===== src/rtl/pipeline_stall_ctrl.sv =====
// Stall/flush sequencer for the 6-stage pipeline: load-use bubbles, E2 branch flush, memory freeze.
// Optional performance counters are built when PIPE_PERF_CNT_EN is defined.
module pipeline_stall_ctrl #(
   parameter int LOAD_LAT    = 2,
   parameter int MEM_TIMEOUT = 16,
   parameter int CNT_W       = 5
) (
   input  logic        clk,
   input  logic        rst,
   input  logic [1:0]  ResultSrcE1,
   input  logic [4:0]  RD_E1,
   input  logic [1:0]  ResultSrcE2,
   input  logic [4:0]  RD_E2,
   input  logic [4:0]  Rs1_D,
   input  logic [4:0]  Rs2_D,
   input  logic        PCSrcE2,
   input  logic        mem_req,
   input  logic        mem_ready,
   output logic        StallF,
   output logic        StallD,
   output logic        StallE,
   output logic        StallM,
   output logic        FlushD,
   output logic        FlushE1,
   output logic        mem_timeout,
   output logic [1:0]  ctrl_state
`ifdef PIPE_PERF_CNT_EN
   ,
   output logic [31:0] perf_stall_cyc,
   output logic [31:0] perf_flush_cnt,
   output logic [31:0] perf_mem_wait
`endif
);

   typedef enum logic [1:0] {
      ST_RUN     = 2'd0,
      ST_LDSTALL = 2'd1,
      ST_MEMWAIT = 2'd2
   } state_t;

   localparam logic [CNT_W-1:0] CNT_ONE  = CNT_W'(1);
   localparam logic [CNT_W-1:0] CNT_LD1  = CNT_W'(LOAD_LAT - 1);
   localparam logic [CNT_W-1:0] CNT_LD2  = CNT_W'(LOAD_LAT - 2);
   localparam logic [CNT_W-1:0] CNT_TOUT = CNT_W'(MEM_TIMEOUT);

   state_t           state_q, state_d;
   state_t           saved_state_q, saved_state_d;
   logic [CNT_W-1:0] cnt_q, cnt_d;
   logic [CNT_W-1:0] saved_cnt_q, saved_cnt_d;
   logic             mem_timeout_q, mem_timeout_d;

   logic             ld_e1, ld_e2, memwait, timeout_hit;
   state_t           eff_state;
   logic [CNT_W-1:0] eff_cnt;
   logic             stall_fd, stall_em, flush_d, flush_e1;

   assign ld_e1 = (ResultSrcE1 == 2'b01) && (RD_E1 != 5'd0) &&
                  ((RD_E1 == Rs1_D) || (RD_E1 == Rs2_D));
   assign ld_e2 = (ResultSrcE2 == 2'b01) && (RD_E2 != 5'd0) &&
                  ((RD_E2 == Rs1_D) || (RD_E2 == Rs2_D));
   assign memwait     = mem_req && !mem_ready;
   assign timeout_hit = (state_q == ST_MEMWAIT) && (cnt_q == CNT_TOUT);

   // On the cycle a memory wait ends, act as the suspended state would.
   assign eff_state = (state_q == ST_MEMWAIT) ? saved_state_q : state_q;
   assign eff_cnt   = (state_q == ST_MEMWAIT) ? saved_cnt_q   : cnt_q;

   always_comb begin
      state_d       = state_q;
      cnt_d         = cnt_q;
      saved_state_d = saved_state_q;
      saved_cnt_d   = saved_cnt_q;
      mem_timeout_d = mem_timeout_q;
      stall_fd      = 1'b0;
      stall_em      = 1'b0;
      flush_d       = 1'b0;
      flush_e1      = 1'b0;

      if (memwait && !timeout_hit) begin
         stall_fd = 1'b1;
         stall_em = 1'b1;
         if (state_q != ST_MEMWAIT) begin
            saved_state_d = state_q;
            saved_cnt_d   = cnt_q;
            state_d       = ST_MEMWAIT;
            cnt_d         = CNT_ONE;
         end else begin
            cnt_d = cnt_q + CNT_ONE;
         end
      end else begin
         if (timeout_hit) begin
            mem_timeout_d = 1'b1;
         end
         if (PCSrcE2) begin
            flush_d  = 1'b1;
            flush_e1 = 1'b1;
            state_d  = ST_RUN;
            cnt_d    = '0;
         end else if (eff_state == ST_LDSTALL) begin
            stall_fd = 1'b1;
            flush_e1 = 1'b1;
            if (eff_cnt == CNT_ONE) begin
               state_d = ST_RUN;
               cnt_d   = '0;
            end else begin
               state_d = ST_LDSTALL;
               cnt_d   = eff_cnt - CNT_ONE;
            end
         end else begin
            state_d = ST_RUN;
            cnt_d   = '0;
            if (ld_e1) begin
               stall_fd = 1'b1;
               flush_e1 = 1'b1;
               if (LOAD_LAT - 1 > 0) begin
                  state_d = ST_LDSTALL;
                  cnt_d   = CNT_LD1;
               end
            end else if (ld_e2) begin
               stall_fd = 1'b1;
               flush_e1 = 1'b1;
               if (LOAD_LAT - 2 > 0) begin
                  state_d = ST_LDSTALL;
                  cnt_d   = CNT_LD2;
               end
            end
         end
      end
   end

   always_ff @(posedge clk or posedge rst) begin
      if (rst) begin
         state_q       <= ST_RUN;
         cnt_q         <= '0;
         saved_state_q <= ST_RUN;
         saved_cnt_q   <= '0;
         mem_timeout_q <= 1'b0;
      end else begin
         state_q       <= state_d;
         cnt_q         <= cnt_d;
         saved_state_q <= saved_state_d;
         saved_cnt_q   <= saved_cnt_d;
         mem_timeout_q <= mem_timeout_d;
      end
   end

   // Enables are forced low while reset is held, independent of the hazard inputs.
   assign StallF      = stall_fd & ~rst;
   assign StallD      = stall_fd & ~rst;
   assign StallE      = stall_em & ~rst;
   assign StallM      = stall_em & ~rst;
   assign FlushD      = flush_d  & ~rst;
   assign FlushE1     = flush_e1 & ~rst;
   assign mem_timeout = mem_timeout_q;
   assign ctrl_state  = state_q;

`ifdef PIPE_PERF_CNT_EN
   logic [31:0] perf_stall_q, perf_stall_d;
   logic [31:0] perf_flush_q, perf_flush_d;
   logic [31:0] perf_mem_q,   perf_mem_d;

   always_comb begin
      perf_stall_d = perf_stall_q + {31'd0, StallF};
      perf_flush_d = perf_flush_q + {31'd0, FlushD};
      perf_mem_d   = perf_mem_q   + {31'd0, memwait};
   end

   always_ff @(posedge clk or posedge rst) begin
      if (rst) begin
         perf_stall_q <= '0;
         perf_flush_q <= '0;
         perf_mem_q   <= '0;
      end else begin
         perf_stall_q <= perf_stall_d;
         perf_flush_q <= perf_flush_d;
         perf_mem_q   <= perf_mem_d;
      end
   end

   assign perf_stall_cyc = perf_stall_q;
   assign perf_flush_cnt = perf_flush_q;
   assign perf_mem_wait  = perf_mem_q;
`endif

endmodule


===== config.mk =====
export PLATFORM = sky130hd
export DESIGN_NAME = pipeline_stall_ctrl
export DESIGN_NICKNAME = d
export VERILOG_FILES = /design/src/rtl/pipeline_stall_ctrl.sv
export SDC_FILE = /design/constraint.sdc
export NUM_CORES = 1
export LEC_CHECK = 0
export CAP_MARGIN = 20
export CELL_PAD_IN_SITES_DETAIL_PLACEMENT = 0
export CELL_PAD_IN_SITES_GLOBAL_PLACEMENT = 1
export CORE_UTILIZATION = 37
export DETAILED_ROUTE_END_ITERATION = 10
export PLACE_DENSITY_LB_ADDON = 0.1
export SYNTH_ARGS = -nofsm -noshare
export SYNTH_HDL_FRONTEND = slang
export SYNTH_SLANG_ARGS = --single-unit

===== constraint.sdc =====
create_clock -name clk -period 5.79 [get_ports clk]
set_input_delay 1.4475 -clock clk [delete_from_list [all_inputs] [get_ports clk]]
set_output_delay 1.4475 -clock clk [all_outputs]
set_load 0.01 [all_outputs]

==> impl_metrics.json <==
{
  "routed_wl_um": 2765,
  "cts_hold_buf": 0,
  "synth_top_area_cell": "dfrtp_1",
  "drt_iter0_markers": 35,
  "die_w_um": 59.54,
  "fin_tns_setup_ps": 0,
  "cp_slowest_cell": "or4_1",
  "synth-edff-count": 0,
  "ys_seq_elements": 15,
  "io_buffers": 37,
  "worst_path_most_repeated_cell": "clkdlybuf4s50_1",
  "p_total_w": 0.0002514,
  "fin_skew_ps": 1.836,
  "pre_cts_slack_ps": 747.3,
  "crit_path_end_kind": "output pin",
  "cp.required_ps": 4340,
  "p_seq_share_pct": 44.6,
  "cts.htree.levels": 1,
  "grt_max_degree": 19,
  "final.setup.worst_slack_ps": 751.5,
  "post_cts_resized": 0,
  "ys.flop_type": "dfrtp_1",
  "cellPowerDensity_nw_per_um2": 151.4,
  "antenna_found_initial": 0,
  "p_leak_nw": 0.7154,
  "synth-simple-area-share_pct": 18.28,
  "synth_nets": 165,
  "ys_types": 37,
  "cts_tree": "done",
  "vdd_ir_drop_max_mv": 0.06549,
  "fp-row-count": 20,
  "grt_overflow": 0,
  "muxShareOfSynthArea_pct": 7.967,
  "p_int_w": 0.0001804,
  "fin_crit_sh_pct": 87.02,
  "clockPowerShare_pct": 23.6,
  "drive_gt1_share_pct": 8.824,
  "status": "completed",
  "synth_top_family_by_area": "XOR/XNOR gates",
  "hold_viol_final": 0,
  "hp-class": "reg2reg",
  "cp.arrival_ps": 3590,
  "setup_viol": 0,
  "cts_made_buffers": 3,
  "dieArea_um2": 3544,
  "worst_pin_slew_ps": 459.9,
  "yosys_warnings": 0,
  "hold_ws_ps": 471.2,
  "cp_cell_sequence": "clkdlybuf4s50_1, or4_1, o21ai_0, o21ai_1, o311a_1, clkdlybuf4s50_1",
  "clkLatencyLatePin_ps": 280,
  "grt_use_total_pct": 17.21,
  "grt_pass1_vias": 1043,
  "start_kind": "input pin",
  "die_h_um": 59.54,
  "avgSynthCellArea_um2": 9.280,
  "slew-limit-headroom_pct": 69.23,
  "io_pins": 38,
  "nNetsFinal": 204,
  "cts_max_path_buffers": 2,
  "core-area_um2": 3103,
  "post_cts_buffers": 0,
  "via_count": 1058,
  "syn_inst": 132,
  "syn_area_um2": 1225,
  "cts_num_sinks": 15,
  "cap_violations": 0,
  "grt_pass1_wl_um": 4519,
  "path_class": "in2out",
  "critPathMaxStageDelay_ps": 530,
  "layout_common_cells": "37 x clkdlybuf4s50_1, 19 x xor2_1, 15 x dfrtp_1",
  "initial_utilization_pct": 39.48,
  "clkTransAtPathRegs_ps": 90,
  "drv_slew": 0,
  "synth_sequential_area_ratio_pct": 30.64,
  "antenna_cells": 0,
  "synthAdderAreaFrac_pct": 4.086,
  "root_buffer": "clkbuf_4",
  "comb_power_share_pct": 31.7,
  "synth_compound_area_share_pct": 16.14,
  "yosysTopAreaCellShare_pct": 30.64,
  "period_needed_ps": 5039,
  "dr.pass1.iters": 4,
  "rsz0062_at_grt": "false",
  "dp_hpwl_um": 2311,
  "p_sw_share_pct": 28.26,
  "synth_xor_area_share_pct": 18.59,
  "async_flop_share_pct": 100.0,
  "gp_congestion": 0.8326,
  "ant_nets": 0,
  "area_delta_synth_final_pct": 35.55,
  "vias_per_cell": 4.944,
  "layout_commonest_cell": "clkdlybuf4s50_1",
  "drt-wirelength-per-cell_um": 12.92,
  "drc": 0,
  "netlist_top_cells_area": "dfrtp_1 31%, xor2_1 14%, mux2_2 5.5%",
  "fmax_mhz": 198.5,
  "cp_max_fo": 3,
  "netSwitchingPower_w": 0.00007105
}
-- cells in the mapped netlist, types with 5 or more instances --
cell type / count
nor3_1: 6
xnor2_1: 7
nor2b_1: 5
dfrtp_1: 15
mux2_2: 6
nand3_1: 5
nor2_1: 13
xor2_1: 19
-- routing by layer --
metal  part of all wire (%)  track usage [%]  vias to the layer above
met5                      0                0                        -
met4                    1.6            6.977                        0
met3                    3.1            1.528                        4
met2                     49            31.30                       28
met1                     46            20.67                      485
li1                       -                -                      541
-- worst max-delay path: cells and delay by family --
family	cells	cell delay [ps]
AO/OA/AOI/OAI	3	670
buffers and inverters	2	940
AND/OR/NAND/NOR	1	530
-- cell families (layout without fill, tap and decap cells) --
family | count (synthesis) | count (layout)
fa+ha+maj | 4 | 4
simple gates | 42 | 42
mux | 9 | 9
buf+inv | 10 | 48
compound gates | 26 | 26
flops | 15 | 15
xor+xnor | 26 | 26
-- final timing paths --
check,startpoint,end,slack (ps),depth (start not counted)
worst max-delay path,RD_E2[1],StallF,750,6
worst min-delay path,mem_timeout,mem_timeout,470,1
worst max register to register,ctrl_state[0],cnt_q[3],3720,7
worst min register to register,mem_timeout,mem_timeout,470,1
max in group asynchronous,rst,saved_cnt_q[3],4100,3
min in group asynchronous,rst,saved_state_q[1],1500,3
-- sequential cells by signal, summed over array words and instances (netlist names) --
name and flops:
ctrl_state 2, saved_state_q 2, saved_cnt_q 5, cnt_q 5, mem_timeout 1
-- metrics by stage --
step                      utilization, %  std cells  cell area [um^2]
final                              53.51        214              1660
after detailed placement           52.66        210              1634
after CTS                          53.51        214              1660
after global placement             52.66        210              1634
after floorplan                        -        132              1225
after global routing               53.51        214              1660
-- final cells by class --
| cell class | count | area, um^2 |
|---|---|---|
| fillers | 330 | 1443 |
| multi-input cells | 107 | 797.0 |
| repair buffers | 39 | 385.4 |
| flip-flops and latches | 15 | 375.4 |
| well taps | 44 | 55.05 |
| clock buffers | 4 | 26.28 |
| inverters | 5 | 21.27 |
-- power groups by stage --
| stage | clock (W) | sequential (W) | combinational [W] |
|---|---|---|---|
| 6_report | 0.0000594 | 0.000112 | 0.0000798 |
| 2_1_floorplan | 0 | 0.000114 | 0.0000422 |
| 3_5_place_dp | 0 | 0.000114 | 0.0000802 |
| 3_3_place_gp | 0 | 0.000114 | 0.0000802 |
| 5_1_grt | 0.0000680 | 0.000113 | 0.0000879 |
| 4_1_cts | 0.0000615 | 0.000112 | 0.0000807 |
(Power assumes the default switching activity.)
